### config.mk
export PLATFORM = sky130hd
export DESIGN_NAME = ex_sequencer_flat
export DESIGN_NICKNAME = d
export VERILOG_FILES = /design/src/rtl/ex_sequencer_if.sv /design/src/rtl/ex_sequencer.sv /design/src/flat_wrapper.sv
export SDC_FILE = /design/constraint.sdc
export NUM_CORES = 1
export LEC_CHECK = 0
export BUFFER_PORTS_ARGS = -buffer_cell sky130_fd_sc_hd__buf_2
export CAP_MARGIN = 20
export CORE_MARGIN = 5
export CORE_UTILIZATION = 51
export CTS_CLUSTER_SIZE = 28
export DETAILED_ROUTE_END_ITERATION = 10
export PLACE_DENSITY = 0.81
export SLEW_MARGIN = 20
export SYNTH_ARGS = -nofsm -noshare
export SYNTH_HDL_FRONTEND = slang
export SYNTH_SLANG_ARGS = --single-unit
export TNS_END_PERCENT = 1
### constraint.sdc
create_clock -name clk -period 5 [get_ports clk]
set_input_delay 0.25 -clock clk [delete_from_list [all_inputs] [get_ports clk]]
set_output_delay 0.25 -clock clk [all_outputs]
set_load 0.05 [all_outputs]
### src/rtl/ex_sequencer_if.sv
// Decode/EX handshake and control bundle for ex_sequencer.
// master = decode side plus the EX zero flag, slave = the sequencer.
interface ex_sequencer_if;
   logic       id_valid;
   logic [1:0] id_aluop;
   logic [5:0] id_funct;
   logic       id_branch;
   logic       id_alusrc;
   logic       zero;
   logic       ex_ready;
   logic [3:0] alu_control;
   logic       alu_src;
   logic       alu_en;
   logic       result_valid;
   logic       branch_taken;
   logic       flush;
   logic       illegal;

   modport master (
      output id_valid, id_aluop, id_funct,
      output id_branch, id_alusrc, zero,
      input  ex_ready, alu_control, alu_src,
      input  alu_en, result_valid,
      input  branch_taken, flush, illegal
   );

   modport slave (
      input  id_valid, id_aluop, id_funct,
      input  id_branch, id_alusrc, zero,
      output ex_ready, alu_control, alu_src,
      output alu_en, result_valid,
      output branch_taken, flush, illegal
   );
endinterface

### src/rtl/ex_sequencer.sv
// Execute-stage control sequencer: ALU control, multi-cycle MUL, BEQ resolve.
// Define EX_SEQ_FAST_MUL_EN to treat MUL as single-cycle (no MUL state/counter).
module ex_sequencer #(
   parameter int MUL_CYCLES = 4
) (
   input logic           clk,
   input logic           reset,
   ex_sequencer_if.slave bus
);

   typedef enum logic [1:0] {
      IDLE = 2'd0,
      EXEC = 2'd1,
      MUL  = 2'd2,
      BR   = 2'd3
   } state_e;

   localparam logic [3:0] ALU_ADD = 4'b0000;
   localparam logic [3:0] ALU_SUB = 4'b0001;
   localparam logic [3:0] ALU_MUL = 4'b0010;

   localparam logic [5:0] FN_ADD = 6'b000000;
   localparam logic [5:0] FN_SUB = 6'b000001;
   localparam logic [5:0] FN_MUL = 6'b000010;

`ifdef EX_SEQ_FAST_MUL_EN
   localparam bit MUL_1C = 1'b1;
`else
   localparam bit MUL_1C = (MUL_CYCLES == 1);
`endif

   state_e     state_q, state_d;
   logic [3:0] ctrl_q, ctrl_d;
   logic       src_q, src_d;
   logic       en_q, en_d;
   logic       rv_q, rv_d;
   logic       taken_q, taken_d;
   logic       il_q, il_d;

   logic       ready;
   logic       accept;
   logic       mul_busy;
   logic       mul_last;
   logic       mul_done;

   state_e     dec_state;
   logic [3:0] dec_ctrl;
   logic       dec_en;
   logic       dec_rv;
   logic       dec_il;

`ifdef EX_SEQ_FAST_MUL_EN
   assign mul_busy = 1'b0;
   assign mul_last = 1'b0;
   assign mul_done = 1'b0;
`else
   localparam logic [3:0] CNT_INIT = 4'(MUL_CYCLES - 1);

   logic [3:0] cnt_q, cnt_d;

   assign mul_busy = (state_q == MUL) && (cnt_q != 4'd0);
   assign mul_last = (state_q == MUL) && (cnt_q == 4'd1);
   assign mul_done = (state_q == MUL) && (cnt_q == 4'd0);

   always_comb begin
      cnt_d = cnt_q;
      if (mul_busy) begin
         cnt_d = cnt_q - 4'd1;
      end else if (accept && dec_state == MUL) begin
         cnt_d = CNT_INIT;
      end
   end

   always_ff @(posedge clk or posedge reset) begin
      if (reset) begin
         cnt_q <= 4'd0;
      end else begin
         cnt_q <= cnt_d;
      end
   end
`endif

   assign ready = (state_q == IDLE) || (state_q == EXEC) || mul_done;
   // A taken branch squashes whatever decode offers in the flush cycle.
   assign accept = bus.id_valid && ready && !taken_q;

   always_comb begin
      dec_state = EXEC;
      dec_ctrl  = ALU_ADD;
      dec_en    = 1'b1;
      dec_rv    = 1'b1;
      dec_il    = 1'b0;
      if (bus.id_aluop == 2'b01 || bus.id_branch) begin
         dec_state = BR;
         dec_ctrl  = ALU_SUB;
         dec_rv    = 1'b0;
      end else if (bus.id_aluop == 2'b00) begin
         dec_ctrl = ALU_ADD;
      end else if (bus.id_aluop == 2'b10 && bus.id_funct == FN_ADD) begin
         dec_ctrl = ALU_ADD;
      end else if (bus.id_aluop == 2'b10 && bus.id_funct == FN_SUB) begin
         dec_ctrl = ALU_SUB;
      end else if (bus.id_aluop == 2'b10 && bus.id_funct == FN_MUL) begin
         dec_ctrl = ALU_MUL;
         if (!MUL_1C) begin
            dec_state = MUL;
            dec_rv    = 1'b0;
         end
      end else begin
         dec_en = 1'b0;
         dec_rv = 1'b0;
         dec_il = 1'b1;
      end
   end

   always_comb begin
      state_d = IDLE;
      unique case (state_q)
         BR:      state_d = IDLE;
         MUL:     state_d = mul_busy ? MUL : (accept ? dec_state : IDLE);
         default: state_d = accept ? dec_state : IDLE;
      endcase
   end

   always_comb begin
      ctrl_d  = ALU_ADD;
      src_d   = 1'b0;
      en_d    = 1'b0;
      rv_d    = 1'b0;
      taken_d = 1'b0;
      il_d    = 1'b0;
      if (state_q == BR) begin
         taken_d = bus.zero;
      end else if (mul_busy) begin
         ctrl_d = ALU_MUL;
         src_d  = src_q;
         en_d   = 1'b1;
         rv_d   = mul_last;
      end else if (accept) begin
         ctrl_d = dec_ctrl;
         src_d  = bus.id_alusrc;
         en_d   = dec_en;
         rv_d   = dec_rv;
         il_d   = dec_il;
      end
   end

   always_ff @(posedge clk or posedge reset) begin
      if (reset) begin
         state_q <= IDLE;
         ctrl_q  <= ALU_ADD;
         src_q   <= 1'b0;
         en_q    <= 1'b0;
         rv_q    <= 1'b0;
         taken_q <= 1'b0;
         il_q    <= 1'b0;
      end else begin
         state_q <= state_d;
         ctrl_q  <= ctrl_d;
         src_q   <= src_d;
         en_q    <= en_d;
         rv_q    <= rv_d;
         taken_q <= taken_d;
         il_q    <= il_d;
      end
   end

   assign bus.ex_ready     = ready;
   assign bus.alu_control  = ctrl_q;
   assign bus.alu_src      = src_q;
   assign bus.alu_en       = en_q;
   assign bus.result_valid = rv_q;
   assign bus.branch_taken = taken_q;
   assign bus.flush        = taken_q;
   assign bus.illegal      = il_q;

endmodule
### src/flat_wrapper.sv
// flat-port wrapper written by rule: the top's interface ports become plain ports
module ex_sequencer_flat 
#(
   parameter int MUL_CYCLES = 4
)
  (clk, reset, bus_id_valid, bus_id_aluop, bus_id_funct, bus_id_branch, bus_id_alusrc, bus_zero, bus_ex_ready, bus_alu_control, bus_alu_src, bus_alu_en, bus_result_valid, bus_branch_taken, bus_flush, bus_illegal);
  ex_sequencer_if bus_i ();
  input logic clk;
  input logic reset;
  input wire logic [$bits(bus_i.id_valid)-1:0] bus_id_valid;
  input wire logic [$bits(bus_i.id_aluop)-1:0] bus_id_aluop;
  input wire logic [$bits(bus_i.id_funct)-1:0] bus_id_funct;
  input wire logic [$bits(bus_i.id_branch)-1:0] bus_id_branch;
  input wire logic [$bits(bus_i.id_alusrc)-1:0] bus_id_alusrc;
  input wire logic [$bits(bus_i.zero)-1:0] bus_zero;
  output wire logic [$bits(bus_i.ex_ready)-1:0] bus_ex_ready;
  output wire logic [$bits(bus_i.alu_control)-1:0] bus_alu_control;
  output wire logic [$bits(bus_i.alu_src)-1:0] bus_alu_src;
  output wire logic [$bits(bus_i.alu_en)-1:0] bus_alu_en;
  output wire logic [$bits(bus_i.result_valid)-1:0] bus_result_valid;
  output wire logic [$bits(bus_i.branch_taken)-1:0] bus_branch_taken;
  output wire logic [$bits(bus_i.flush)-1:0] bus_flush;
  output wire logic [$bits(bus_i.illegal)-1:0] bus_illegal;
  assign bus_i.id_valid = bus_id_valid;
  assign bus_i.id_aluop = bus_id_aluop;
  assign bus_i.id_funct = bus_id_funct;
  assign bus_i.id_branch = bus_id_branch;
  assign bus_i.id_alusrc = bus_id_alusrc;
  assign bus_i.zero = bus_zero;
  assign bus_ex_ready = bus_i.ex_ready;
  assign bus_alu_control = bus_i.alu_control;
  assign bus_alu_src = bus_i.alu_src;
  assign bus_alu_en = bus_i.alu_en;
  assign bus_result_valid = bus_i.result_valid;
  assign bus_branch_taken = bus_i.branch_taken;
  assign bus_flush = bus_i.flush;
  assign bus_illegal = bus_i.illegal;
  ex_sequencer #(.MUL_CYCLES(MUL_CYCLES)) u_core (.clk(clk), .reset(reset), .bus(bus_i));
endmodule
After elaboration in Yosys (flattened, before gate mapping)
Index checks and enable logic that the tools add are counted.
- flip-flop bits (word level): 15
- input bits: 14
- output and inout port bits: 11
- word-level logic and storage cells: 83
- add/sub/neg operators: 1
- equal/unequal tests: 10
- mux-type cells: 45
- reductions and logical operators: 19
- operator list (kind ; number):
    $mux 4 ; 9
    $mux 1 ; 27
    $mux 2 ; 8
    $logic_and 1x1->1 ; 9
    $eq 2x2->1 const B ; 4
    $eq 6x1->1 const B ; 1
    $eq 6x2->1 const B ; 1
    $logic_not 6->1 ; 1
    $eq 2x1->1 const B ; 2
    $eq 4x1->1 const B ; 1
    $logic_not 2->1 ; 2
    $logic_not 4->1 ; 1
    $pmux 2 s2 ; 1
    $reduce_bool 4->1 ; 1
    $sub 4x1->4 const B ; 1
    $logic_or 1x1->1 ; 3
    $ne 2x2->1 const B ; 1
    $reduce_bool 2->1 ; 1
    $logic_not 1->1 ; 1

Logic depth before layout (Yosys ltp)
- depth in word-level cells: 11
- gate-level depth with buffers: 7
- depth with buffers taken out: 6

Worst setup path after synthesis
Ideal clock, no wire load.
- path type: register to register
- start point: register u_core.cnt_q[0]
- end point: register u_core.il_q, in the netlist u_core.bus.illegal
- setup time: 86 ps
- arrival: 1772 ps
- required time: 4914 ps
- path slack: 3142 ps
- cell stages (with the launch flop): 7
- buffers on the path: 0
- clock period less this slack: 1858 ps
- cells stage by stage: dfrtp_1 > inv_1 > ha_1 > or4b_4 > nand2_1 > nand2_1 > nor3_1
- word-level cells in the longest chain between the ends: 8
- elaborated cells on any way between the ends: 10
- those cells by class: mux: 3; reduce/logical: 7
- ends and longest elaborated chain (item ; RTL line ; text):
    from (decl) ; ex_sequencer.sv:59 ; logic [3:0] cnt_q, cnt_d;
    from (signal assigned) ; ex_sequencer.sv:78 ; cnt_q <= cnt_d;
    $logic_not 4->1 ; ex_sequencer.sv:63 ; assign mul_done = (state_q == MUL) && (cnt_q == 4'd0);
    $logic_and 1x1->1 ; ex_sequencer.sv:63 ;
    $logic_or 1x1->1 ; ex_sequencer.sv:83 ; assign ready = (state_q == IDLE) || (state_q == EXEC) || mul_done;
    net bus_ex_ready ; flat_wrapper.sv:16 ; output wire logic [$bits(bus_i.ex_ready)-1:0] bus_ex_ready;
    $logic_and 1x1->1 (2 in series) ; ex_sequencer.sv:85 ; assign accept = bus.id_valid && ready && !taken_q;
    $mux 1 ; ex_sequencer.sv:139 ; end else if (accept) begin
    $mux 1 ; ex_sequencer.sv:134 ; end else if (mul_busy) begin
    $mux 1 ; ex_sequencer.sv:132 ; if (state_q == BR) begin
    net u_core.il_d ; ex_sequencer.sv:38 ; logic il_q, il_d;
    to (signal assigned) ; ex_sequencer.sv:164 ; il_q <= il_d;
    to (decl) ; ex_sequencer.sv:38 ;
The timed path passes the listed nets, and every way through them passes these cells.
A chain may end at the register's enable or synchronous reset.

Worst setup path in the final report
- start point: register u_core.cnt_q[0]
- end point: output bus_ex_ready
- word-level cells in the longest chain between the ends: 3
- ends and longest elaborated chain (item ; RTL line):
    $logic_not 4->1 ; ex_sequencer.sv:63
    $logic_and 1x1->1 ; ex_sequencer.sv:63
    $logic_or 1x1->1 ; ex_sequencer.sv:83
    to (decl) ; flat_wrapper.sv:16
No other way between the ends.

==> flow_metrics.tcl <==
set metrics [dict create \
    holdWs_ps 198 \
    root_buffer "clkbuf_4" \
    vias 600 \
    clock_path_buffers 2 \
    core_area_um2 1330 \
    hp-class "in2reg" \
    startpoint_type "flop" \
    yosysUniqueCellTypes 35 \
    peakVddDrop_mv 0.229 \
    yosys.area.top_type "dfrtp_1" \
    powerDensity_nw_per_um2 622 \
    post_cts.repair.setup_buffers 0 \
    ys_ff_latch 13 \
    synth_warnings 0 \
    hold_violations 0 \
    n_fill_cell 107 \
    register_area_um2 325 \
    synth_most_common_cell "dfrtp_1" \
    grt-busiest-layer "met2" \
    areaGrowthSynthToFinish_pct 19.1 \
    port-buffer-count 22 \
    tritoncts "yes" \
    track_usage_pct 16.3 \
    worst_slew_pin_slew_ps 595 \
    syn-cell-area_um2 728 \
    row_count 13 \
    synth_edf_count 0 \
    end_kind "primary output" \
    wirelength_mm 1.52 \
    post_cts_resized 0 \
    cts_buffers 3 \
    drt-initial-drc-count 10 \
    grt_max_degree 14 \
    required_ps 4750 \
    vias_per_cell 5.71 \
    rsz0062_at_grt "false" \
    antenna_found_initial 0 \
    final_area_um2 867 \
    ys_seq_area_share_pct 44.7 \
    dieArea_um2 2280 \
    crit_path_max_fanout 3 \
    outcome "finished clean" \
    multi_input_area_um2 358 \
    die_h_um 47.8 \
    yosys.area.top_type_share_pct 44.7 \
    diodes 0 \
    drt.antenna.violating_nets 0 \
    report.final.slew_viol_count 0 \
    report.final.setup_viol 0 \
    ios 25 \
    crit_arrival_ps 1830 \
    grt_remaining_overflow 0 \
    avgSynthCellArea_um2 10.9 \
    period_needed_ps 2080 \
    grt_pass1_vias 577 \
    dp_hpwl_mm 1.16 \
    relSlewSlack_pct 59.3 \
    p_leak_nw 0.438 \
    syn_inst 67 \
    wl_per_cell_um 14.5 \
    power_mw 0.539 \
    fin_setup_tns_ps 0 \
    crit_type "reg2out" \
    first_pass_iters 6 \
    fmax_ghz 0.482 \
    gp_congestion 0.808 \
    die_w_um 47.8 \
    drive_above_1_share_pct 35.6 \
    start_util_pct 54.6 \
    grt_use_met1_pct 18.5 \
    use_met3_pct 2.63 \
    dpl_cell_area_um2 831 \
    period_share_pct 41.5 \
    cts.sink_count 13 \
    worst_clock_skew_ps 9.61 \
    clkLatencyLatePin_ps 270 \
    nets 107 \
    htree_levels 1 \
    clk_pin_slew_ps 70 \
    grt_pass1_wl_mm 2.55 \
    synthTopCellsByArea "dfrtp_1 (45%), ha_1 (3.4%), a22oi_1 (3.1%)" \
    maxCapViolCount 0 \
    ys_top_cells_by_count "dfrtp_1 (13), inv_1 (5), nand2_1 (5)" \
    ys.flop_type "dfrtp_1" \
    synthArstFlopShare_pct 100 \
    grt_use_met2_pct 28.8 \
    drc 0 \
]
critical path, stage by stage (launching register included):
cell and delay [ps]:
dfrtp_1 400, inv_1 110, ha_1 180, or4b_4 490, nand2_1 100, buf_2 260
stage by stage:
| step | setup WS (ps) | instances | utilization, % |
|---|---|---|---|
| after floorplan | 3140 | 68 | - |
| after global placement | 3170 | 100 | 62.3 |
| after detailed placement | 3100 | 100 | 62.3 |
| after CTS | 2930 | 105 | 65.0 |
| after global routing | 2850 | 105 | 65.0 |
| final | 2920 | 105 | 65.0 |
report_power, final:
group          total, mW  switching [mW]  leakage, nW  internal [mW]
clock             0.0652          0.0343       0.0150         0.0309
sequential         0.186          0.0384        0.162          0.147
combinational      0.288           0.194        0.260         0.0940
total              0.539           0.267        0.438          0.272
area by class of cell:
type	count	share of cell area, %
inverters	5	2.16
well taps	15	2.16
clock buffers	4	3.03
multi-input cells	45	41.3
flip-flops and latches	13	37.5
repair buffers	23	13.9
state kept, by name, indices dropped and copies added, names as in the netlist:
signal	flops
u_core.bus.alu_control	2
u_core.bus.alu_src	1
u_core.state_q	2
u_core.bus.branch_taken	1
u_core.bus.alu_en	1
u_core.cnt_q	4
u_core.bus.illegal	1
u_core.bus.result_valid	1
path summary, 6_finish.rpt:
| check | startpoint | to | slack (ps) | cells after the start |
|---|---|---|---|---|
| max in group asynchronous | reset | u_core.bus.alu_src | 4140 | 3 |
| min | bus_id_alusrc | u_core.bus.alu_src | 200 | 2 |
| max reg2reg | u_core.cnt_q[0] | u_core.cnt_q[3] | 3050 | 6 |
| max | u_core.cnt_q[0] | bus_ex_ready | 2920 | 5 |
| min reg2reg | u_core.bus.alu_src | u_core.bus.alu_src | 520 | 1 |
| min in group asynchronous | reset | u_core.bus.branch_taken | 530 | 3 |
what timing repair did:
action                                  4_1_cts  5_1_grt
hold buffers                                  1        0
endpoints found under the setup margin        0        0
endpoints found under the hold margin         6        0
cells by family after synthesis:
kind of cell | after synthesis | synth area share (%)
compound gates | 17 | 20.3
xor+xnor | 2 | 2.41
fa+ha+maj | 2 | 3.44
buf+inv | 10 | 6.70
flops | 13 | 44.7
mux | 1 | 1.37
other cells | 1 | 0.515
simple gates | 21 | 20.6
placed cells by master, fill, tap and decap left out, types with 3 or more instances in the layout:
cell      netlist  layout
a22oi_1         3       3
buf_2           0      22
clkbuf_4        0       3
dfrtp_1        13      13
inv_1           5       5
nand2_1         5       5
nor3_1          3       3
layer usage:
layer  vias up  part of all wire (%)
li1        283                     -
met1       281                    40
met2        30                    48
met3         6                   8.5
met4         0                   3.0
met5         -                     0
(Power assumes the default switching activity.)
